## config.mk

```make
export PLATFORM = sky130hd
export DESIGN_NAME = dac_sample_feeder
export DESIGN_NICKNAME = d
export VERILOG_FILES = /design/src/rtl/dac_sample_feeder.sv
export SDC_FILE = /design/constraint.sdc
export NUM_CORES = 1
export LEC_CHECK = 0
export CAP_MARGIN = 20
export CORE_ASPECT_RATIO = 1.4
export CORE_MARGIN = 5
export CORE_UTILIZATION = 47
export CTS_CLUSTER_SIZE = 12
export DETAILED_ROUTE_END_ITERATION = 6
export GPL_TIMING_DRIVEN = 0
export PLACE_DENSITY = 0.66
export SETUP_SLACK_MARGIN = 0.5
export SLEW_MARGIN = 10
export SYNTH_ARGS = -nofsm -noshare
export SYNTH_HDL_FRONTEND = slang
export SYNTH_SLANG_ARGS = --single-unit
```

## constraint.sdc

```tcl
create_clock -name sys_clk -period 4.1 [get_ports sys_clk]
set_input_delay 1.025 -clock sys_clk [delete_from_list [all_inputs] [get_ports sys_clk]]
set_output_delay 1.025 -clock sys_clk [all_outputs]
set_load 0.1 [all_outputs]
```

## src/rtl/dac_sample_feeder.sv

```systemverilog
`default_nettype none
// dac_sample_feeder -- timer-paced sample FIFO feeding an SPI DAC driver start/done handshake.
// Rev 1.0
module dac_sample_feeder #(
   parameter int DATA_W = 12,
   parameter int DEPTH  = 16
) (
   input  logic                   sys_clk,
   input  logic                   rst_n,
   input  logic                   enable,
   input  logic [15:0]            rate_div,
   input  logic                   wr_en,
   input  logic [DATA_W-1:0]      wr_data,
   input  logic                   clr_flags,
   input  logic                   dac_done,
   output logic                   dac_start,
   output logic [DATA_W-1:0]      dac_data,
   output logic                   full,
   output logic                   empty,
   output logic [$clog2(DEPTH):0] level,
   output logic                   underrun,
   output logic                   overflow,
   output logic                   missed,
   output logic [15:0]            sample_count
);
   localparam int AW = $clog2(DEPTH);
   localparam logic [AW:0]   C_FULL_LVL = (AW+1)'(DEPTH);
   localparam logic [AW:0]   C_LVL_ONE  = (AW+1)'(1);
   localparam logic [AW-1:0] C_PTR_ONE  = AW'(1);

   typedef enum logic [1:0] {
      S_IDLE    = 2'd0,
      S_START   = 2'd1,
      S_ACK     = 2'd2,
      S_RELEASE = 2'd3
   } state_t;

   state_t              state_q, state_d;
   logic [15:0]         cnt_q, cnt_d;
   logic [DATA_W-1:0]   mem_q [DEPTH];
   logic [AW-1:0]       wr_ptr_q, rd_ptr_q;
   logic [AW:0]         level_q, level_d;
   logic                full_q, empty_q;
   logic                dac_start_q;
   logic [DATA_W-1:0]   dac_data_q, dac_data_d;
   logic                under_q, over_q, missed_q;
   logic [15:0]         count_q, count_d;
   logic                done_prev_q;

   logic tick, pop, push, done_rise;
   logic under_ev, over_ev, missed_ev;

   assign tick      = enable && (cnt_q == rate_div);
   assign cnt_d     = (!enable || tick) ? 16'd0 : cnt_q + 16'd1;
   assign done_rise = dac_done && !done_prev_q;

   always_comb begin
      state_d    = state_q;
      dac_data_d = dac_data_q;
      count_d    = count_q;
      pop        = 1'b0;
      under_ev   = 1'b0;
      case (state_q)
         S_IDLE: begin
            if (tick) begin
               if (!empty_q) begin
                  pop        = 1'b1;
                  dac_data_d = mem_q[rd_ptr_q];
                  state_d    = S_START;
               end else begin
                  under_ev   = 1'b1;
               end
            end
         end
         S_START: begin
            if (done_rise) begin
               state_d = S_ACK;
               count_d = count_q + 16'd1;
            end
         end
         S_ACK: begin
            if (!dac_done) state_d = S_RELEASE;
         end
         S_RELEASE: state_d = S_IDLE;
         default:   state_d = S_IDLE;
      endcase
   end

   // A full FIFO still accepts a write when the head leaves in the same cycle.
   assign push      = wr_en && (!full_q || pop);
   assign over_ev   = wr_en && full_q && !pop;
   assign missed_ev = tick && (state_q != S_IDLE);

   always_comb begin
      level_d = level_q;
      if (push && !pop)      level_d = level_q + C_LVL_ONE;
      else if (pop && !push) level_d = level_q - C_LVL_ONE;
   end

   always_ff @(posedge sys_clk) begin
      if (rst_n && push) mem_q[wr_ptr_q] <= wr_data;
   end

   always_ff @(posedge sys_clk) begin
      if (!rst_n) begin
         state_q     <= S_IDLE;
         cnt_q       <= 16'd0;
         wr_ptr_q    <= '0;
         rd_ptr_q    <= '0;
         level_q     <= '0;
         full_q      <= 1'b0;
         empty_q     <= 1'b1;
         dac_start_q <= 1'b0;
         dac_data_q  <= '0;
         under_q     <= 1'b0;
         over_q      <= 1'b0;
         missed_q    <= 1'b0;
         count_q     <= 16'd0;
         done_prev_q <= 1'b0;
      end else begin
         state_q     <= state_d;
         cnt_q       <= cnt_d;
         if (push) wr_ptr_q <= wr_ptr_q + C_PTR_ONE;
         if (pop)  rd_ptr_q <= rd_ptr_q + C_PTR_ONE;
         level_q     <= level_d;
         full_q      <= (level_d == C_FULL_LVL);
         empty_q     <= (level_d == '0);
         dac_start_q <= (state_d == S_START);
         dac_data_q  <= dac_data_d;
         // A flag event in the same cycle as clr_flags leaves the flag set.
         under_q     <= (under_q  && !clr_flags) || under_ev;
         over_q      <= (over_q   && !clr_flags) || over_ev;
         missed_q    <= (missed_q && !clr_flags) || missed_ev;
         count_q     <= count_d;
         done_prev_q <= dac_done;
      end
   end

   assign dac_start    = dac_start_q;
   assign dac_data     = dac_data_q;
   assign full         = full_q;
   assign empty        = empty_q;
   assign level        = level_q;
   assign underrun     = under_q;
   assign overflow     = over_q;
   assign missed       = missed_q;
   assign sample_count = count_q;
endmodule
`default_nettype wire
```

---- Yosys cells after proc, flatten, opt, wreduce, memory -nomap -nowiden ----
Memory sizes are Yosys's and may differ from the RTL's. A register that Yosys moved wholly into a read port is not among the register bits.
Index checks and enable logic that the tools add are counted.
word-level totals
  register bits ........................... 54
  memory bits (writable) .................. 192
  bits of input ports ..................... 34
  output and inout bits ................... 39
  word-level logic and storage cells ...... 73
  memories ................................ 1
operators by class
  $add $sub $neg .......................... 6
  eq/ne operators ......................... 6
  multiplexer cells ....................... 15
  bitwise gates (word level) .............. 2
  reduce and logical (&&, ||, !) cells .... 30
memories
  name   depth  bits a word  read ports  clocked after memory_dff  write ports  line  source
  mem_q  16     12           1           1                         1            40    logic [DATA_W-1:0] mem_q [DEPTH];
operators with widths
  kind                                                                    number
  16-bit by 1-bit adder with 16-bit output (second input constant)        2
  16-bit equality test                                                    1
  1-bit logical AND                                                       12
  5-bit 2-to-1 mux                                                        2
  4-bit by 1-bit adder with 4-bit output (second input constant)          2
  1-bit 2-to-1 mux                                                        8
  2-bit 2-to-1 mux                                                        4
  2-bit one-hot mux with 4 select lines                                   1
  1-bit logical NOT                                                       7
  5-bit by 1-bit adder with 5-bit output (second input constant)          1
  5-bit equality test (second input constant)                             1
  5-bit logical NOT                                                       1
  1-bit logical OR                                                        5
  5-bit by 1-bit subtractor with 5-bit output (second input constant)     1
  2-bit by 1-bit equality test with 1-bit output (second input constant)  2
  2-bit equality test (second input constant)                             2
  3-bit AND reduction                                                     1
  2-bit logical NOT                                                       1
  1-bit NOT                                                               2
  2-bit AND reduction                                                     1
  2-bit nonzero test                                                      1
  2-bit OR reduction                                                      1

---- Depth between registers and ports, before layout ----
  word-level depth ........................ 11
  depth in mapped cells ................... 8
  gate-level depth less buffers ........... 7

---- Worst setup path after synthesis ----
No wires, ideal clock.
  kind .................................... input to register
  start point ............................. input rate_div[5]
  end point ............................... memory mem_q[0][0] (enable)
  setup time .............................. 0.380 ns
  arrival ................................. 3.075 ns
  data required time ...................... 3.720 ns
  slack ................................... 0.645 ns
  stages .................................. 7
  buffers on the path ..................... 0
  path through ............................ xor2_1 nor4_1 nand4_1 or2_4 a21boi_1 nand2_1 nor2_1
on the way
  longest elaborated chain between the ends .. 9
RTL lines
  element                                 line  source
  from (decl)                             11    input logic [15:0] rate_div,
  16-bit equality test                    53    assign tick = enable && (cnt_q == rate_div);
  1-bit logical AND                       53
  1-bit 2-to-1 mux                        65    if (tick) begin
  1-bit 2-to-1 mux                        63    case (state_q)
  1-bit logical OR                        90    assign push = wr_en && (!full_q || pop);
  1-bit logical AND                       90
  1-bit logical AND                       101   if (rst_n && push) mem_q[wr_ptr_q] <= wr_data;
  1-bit 2-to-1 mux                        101
  1-bit 2-to-1 mux (not written as such)  101
  to (decl)                               40
Every way passes these cells.

---- Worst setup path after layout ----
  start point ............................. input rate_div[9]
  end point ............................... memory mem_q[7][0] (enable)
Same word-level chain as after synthesis.

==> metrics.txt <==
Worst path max stage delay 520 ps; Cell variety after synth 46; Comb pwr share 3.8%; H-tree depth 1; Worst-Skew Late Latency 530 ps; Flop pwr share 54.7%; commonest cells after routing, fill and taps aside 192 x edfxtp_1, 71 x clkdlybuf4s50_1, 66 x dfxtp_1; post-DR vias/cell between 5 and 6; utilization after layout 57.8%; Placed Area 11,500 sq um; Fmax around 280 MHz; post-place setup slack -590 ps; first-pass iteration count of the detailed router 4; pwr/cell area 412 nW/um^2; Tcrit/Tclk final between 80 and 90%; sw frac approximately a fifth; Core ar. 21,800 sq um; CP cell instances clkdlybuf4s50_1, xor2_1, nor4_1, nand4_1, buf_4, buf_4, nor2_1, o211ai_1, nor2_2, buf_8; crit path capture type flop; clock power share 41.4%; most common cell after layout, fill and taps aside edfxtp_1; worst min path class reg -> reg; routed length per placed instance approximately 22 um; Post-synth EDFFs between 150 and 200; setup repair after global routing missed its margin yes; CP max-delay cell nor2_2; Placement Rows 64; Final nets 790; Hold Vio Cnt, Final 0; Clk pin slew, worst setup/hold paths ~60 ps; status finished, final reports clean; io pins 73; largest net degree at the start of global routing 17; dpl hpwl 15,100 um; Final Instance Area 12,600 sq um; #FFs+latches synth 258; CTS Buffer Depth 3; Cells after DPL 1,003; Synth-to-Final Area Change 21.5%; Final Setup Violations 0; Non-Filler Instances between 1,000 and 1,500; critical path class in -> reg; Mapped Area 10,400 sq um; register area 7090 sq um; Clock Skew between 15 and 20 ps; gpl congestion 0.793; relative slew slack between 30% and 40%; # port buffers 71; reg2reg setup slack 1130 ps; min Tclk post-route 3510 ps; Die Ht 186 um; CTS Hold Bufs 0; Lkg Pwr 3.98 nW; root buffer cell clkbuf_16; maximum vdd drop 0.000398 V; max-slew violations 0; final WL 23,600 um; most used cell, CP buf_4; share of layout cells above drive strength 1 17.8%; Mean Syn Cell Area approximately 16 sq um; CTS tree yes; switching pwr 1.05 mW; gr usage total 19.0%; first-pass GRT wire length 35,800 um; Cells after Synth ~630; hold slack around 470 ps; DIE AREA 25,200 sq um; initial DRC count 515; top cells by area, synth edfxtp_1 56%, mux4_2 13%, dfxtp_1 13%, xnor2_1 2.0%, xor2_1 2.0%; post-synth top area share between 50% and 60%; Syn. warnings 0; TritonCTS buffer count 26; number of global-route vias before repair 6,067; cell accounting for the most synthesized area edfxtp_1; via count 5,907; critical path peak fanout 8; CP required 4320 ps; Fill cells 1,708; Slew @ Worst Pin 1040 ps; Pint 4.13 mW; clock sink count 258; Initial Util between 40 and 50%; DRT antenna net count 0; diodes inserted 0; Async S/R FF share, synth 0%; Worst Setup Slack, final around 600 ps; top_reg_cell synth edfxtp_1; Seq/Total Area, Yosys between 60% and 70%; max cap viols 0; Multi-input gate area 3220 sq um; antenna violations before repair 0; drc violations 0; crit path DAT 3730 ps; synthesized net count 674; Setup crit start kind input port; grt total ovfl 0; Die X approximately 140 um
## synth_stat cells (all sizes together) (11+ instances only)
master  count
nor2       37
clkbuf     18
xnor2      24
dfxtp      66
and2       21
mux4       60
nand2      41
o21ai      11
xor2       24
inv        15
nand3      15
a21boi     17
edfxtp    192
## layer usage
layer / share of wire, % / up-vias / track usage, % / routed length [um]
met4: 3.3 / 0 / 6.09 / 775
met3: 5.7 / 44 / 3.27 / 1350
li1: - / 2651 / - / -
met1: 40 / 3006 / 23.9 / 9550
met5: 0 / - / 0 / 0
met2: 51 / 206 / 33.5 / 12000
## cell type report
| class | count | share of cell area, % |
|---|---|---|
| Sequential cell | 258 | 56.3 |
| Multi-Input combinational cell | 332 | 25.6 |
| Timing Repair Buffer | 88 | 7.79 |
| Clock buffer | 42 | 5.91 |
| Tap cell | 297 | 2.95 |
| Buffer | 26 | 0.885 |
| Inverter | 15 | 0.447 |
| Clock inverter | 4 | 0.119 |
## state kept, by name, indices dropped and copies added (netlist names), 2 cells and up
register / flops
sample_count: 16
wr_ptr_q: 4
mem_q: 192
rd_ptr_q: 4
dac_data: 12
cnt_q: 16
level: 5
state_q: 2
## path summary, 6_finish.rpt
path / startpoint / to / cells past startpoint
worst max register to register: cnt_q[9] / mem_q[7][0] / 9
worst min register to register: dac_data[4] / dac_data[4] / 2
worst min-delay path: dac_data[4] / dac_data[4] / 2
worst max-delay path: rate_div[9] / mem_q[7][0] / 10
## power by group through the flow
stage          combinational [mW]  sequential [mW]  clock (mW)
2_1_floorplan              0.0699             2.91           0
3_3_place_gp                0.174             2.89           0
3_5_place_dp                0.186             2.89           0
4_1_cts                     0.192             2.84        2.19
5_1_grt                     0.212             2.84        2.30
6_report                    0.197             2.84        2.15
## per-stage QoR
step	TNS, ps	total power [mW]
2_1_floorplan	0	2.98
3_3_place_gp	-142810	3.06
3_5_place_dp	-76610	3.08
4_1_cts	0	5.22
5_1_grt	0	5.35
6_report	0	5.18
## logic make-up (layout without fill, tap and decap cells)
logic type                 after synthesis  count (layout)  synth area share (%)
AOI/OAI and AO/OA                       48              48                  3.39
DFF                                    258             258                  68.4
buffers and inverters                   41             175                  1.62
adders and majority gates                9               9                  1.09
and+or+nand+nor                        163             163                  8.02
muxes                                   64              64                  13.4
xor gates and xnor gates                48              48                  4.06
## what timing repair did
| action | CTS | global route |
|---|---|---|
| gates resized for setup | 12 | 3 |
| buffers inserted | 2 | 11 |
| pin swaps | 2 | 8 |
| setup endpoints to repair | 168 | 160 |
## critical path, delay by kind of cell
family | cells | cell delay (ps)
compound gates | 1 | 400
xor+xnor | 1 | 180
buf+inv | 4 | 1000
simple gates | 4 | 1130
Note: power is estimated with default switching activity, not from simulation.
==> edit (same settings) <==
Register the output `sample_count` once more, without a reset; this adds one clock of latency there. The other outputs are not delayed to match.
--- a/src/rtl/dac_sample_feeder.sv
+++ b/src/rtl/dac_sample_feeder.sv
@@ -144,6 +144,8 @@
    assign underrun     = under_q;
    assign overflow     = over_q;
    assign missed       = missed_q;
-   assign sample_count = count_q;
+   always_ff @(posedge sys_clk) begin
+      sample_count <= count_q;
+   end
 endmodule
 `default_nettype wire
Check against the original RTL: not equivalent (a bounded check fails within 4 cycles, from zero or initial values and one cycle with rst_n low).
==> edit against the original RTL <==
Worst setup slack better by 0.030 ns. Routed wire length is 0.43% higher. Via count rose by 2.2%. Synthesized area increased by 4.9%. Critical endpoint is now mem_q[1][10]$_DFFE_PP_. Non-clock buffer count fell by 5. Critical path type unchanged. Sequential cell count rose by 16. Die area rose by 4.6%. Largest power group unchanged. Design area up 3.6%. First-iteration DRC count decreased by 39%. Clock power rose by 3%. Total power is 4.6% higher. Highest routed layer unchanged. Synthesized cell count increased by 4.6%. Utilization is 0.33 points lower.
==> edit: results (changes against the original RTL) <==
| Metric | Value |
|---|---|
| Drt initial violations | 314 (-39%) |
| Layout cells sized above 1 | 19.6% (+1.8 points) |
| CTS Buf Count | 27 (+3.8%) |
| Netlist cell types | 58 (+26%) |
| Slew @ Worst Pin | 0.989 ns (-0.0514 ns) |
| CP Max Fanout | 9 (+1) |
| Hpwl dp | 15800 um (+4.4%) |
| Worst hold path depth | 0 (-2) |
| Max Clock Freq | 287 MHz (+0.86%) |
| Mapped Cells | 660 (+4.6%) |
| Layout Cells excl Fill | 1091 (+2.7%) |
| Total Wirelength | 23700 um (+0.43%) |
| FF-to-FF path depth | 8 (-1) |
| Sequential share of the synthesized area | 68.1% (-0.26 points) |
| Most frequent cells after synthesis | 192 x edfxtp_1, 82 x dfxtp_1, 60 x mux4_2, 44 x nand2_1, 41 x nor2_1 |
| Placed insts | 1036 (+3.3%) |
| Nets@finish | 815 (+3.2%) |
| Routed vias/inst | 5.54 (-0.48%) |
| Arrival @ worst endpoint | 3.72 ns (about the same) |
| Worst vdd ir | 0.274 mV (-31%) |
| Mux share of post-synthesis cell area | 12.6% (-0.81 points) |
| Lkg Pwr | 4.19 nW (+5.3%) |
| Mapped Nets | 703 (+4.3%) |
| Post-Synth Adder-Cell Area | 1.04% (-0.051 points) |
| Xor-xnor portion of the synthesized cell area | 3.78% (-0.28 points) |
| Global-route wire length before repair | 36400 um (+1.6%) |
| Number of global-route vias before repair | 6433 (+6.0%) |
| Routability Congestion | 0.862 (+8.7%) |
| Run status | complete, no violations |
| Final Skew | 0.0146 ns (-0.00291 ns) |
| Largest cells by area after synthesis | edfxtp_1 53%, dfxtp_1 15%, mux4_2 12% |
-- edit: logic make-up after synthesis --
| kind of cell | after synthesis |
|---|---|
| DFF | 274 |
| and+or+nand+nor | 177 |
| muxes | 62 |
| AOI/OAI and AO/OA | 54 |
| xor gates and xnor gates | 46 |
| buffers and inverters | 38 |
| adders and majority gates | 9 |
-- edit: repair_timing --
item                       4_1_cts  5_1_grt
setup endpoints to repair      108      105
pin swaps                        0        6
cloned                           0        0
gates resized for setup          7        6
setup buffers                    0        7
-- edit: metal layers --
layer / up-vias / track usage, % / part of all wire, %
li1: 2733 / - / -
met2: 197 / 33.3 / 53
met1: 3056 / 21.1 / 39
met4: 0 / 6.01 / 2.8
met5: - / 0 / 0
met3: 53 / 2.74 / 4.7
-- edit: area by class of cell --
type / instances / area, um2
clock inverters: 3 / 22.5
plain buffers: 26 / 160
well taps: 301 / 377
inverters: 12 / 45.0
repair buffers: 83 / 915
clock buffers: 44 / 749
fillers: 1709 / 9650
flip-flops and latches: 274 / 7410
multi-input cells: 348 / 3360
-- edit: worst paths after layout --
path	startpoint	endpoint	slack, ns
max	rate_div[11]	mem_q[1][10]$_DFFE_PP_	0.62
min	count_q[15]$_SDFFE_PN0P_	sample_count[15]$_DFF_P_	0.37
max reg2reg	cnt_q[2]$_SDFF_PP0_	mem_q[1][10]$_DFFE_PP_	1.17
min reg2reg	count_q[15]$_SDFFE_PN0P_	sample_count[15]$_DFF_P_	0.37
-- edit: report_power, final --
part           leakage [nW]  switching, mW  total, mW  internal (mW)
Clock                 0.372          0.976       2.22           1.24
Combinational          1.43          0.124      0.206         0.0823
Sequential             2.39         0.0136       2.99           2.98
-- edit: per-stage QoR --
stage                     cell area (um2)  setup TNS (ns)  total power, mW
after floorplan                     10900               0             3.15
after global placement              11900          -81.10             3.23
after detailed placement            12100          -17.40             3.25
after CTS                           12900               0             5.48
after global routing                13000               0             5.59
final                               13000               0             5.42
-- edit: critical path: stages --
cell	delay (ns)
clkdlybuf4s50_1	0.42
xor2_1	0.16
nor4_1	0.42
and4_4	0.34
nand4b_4	0.20
a21oi_4	0.29
nand2_1	0.26
nor2_2	0.39
buf_8	0.21
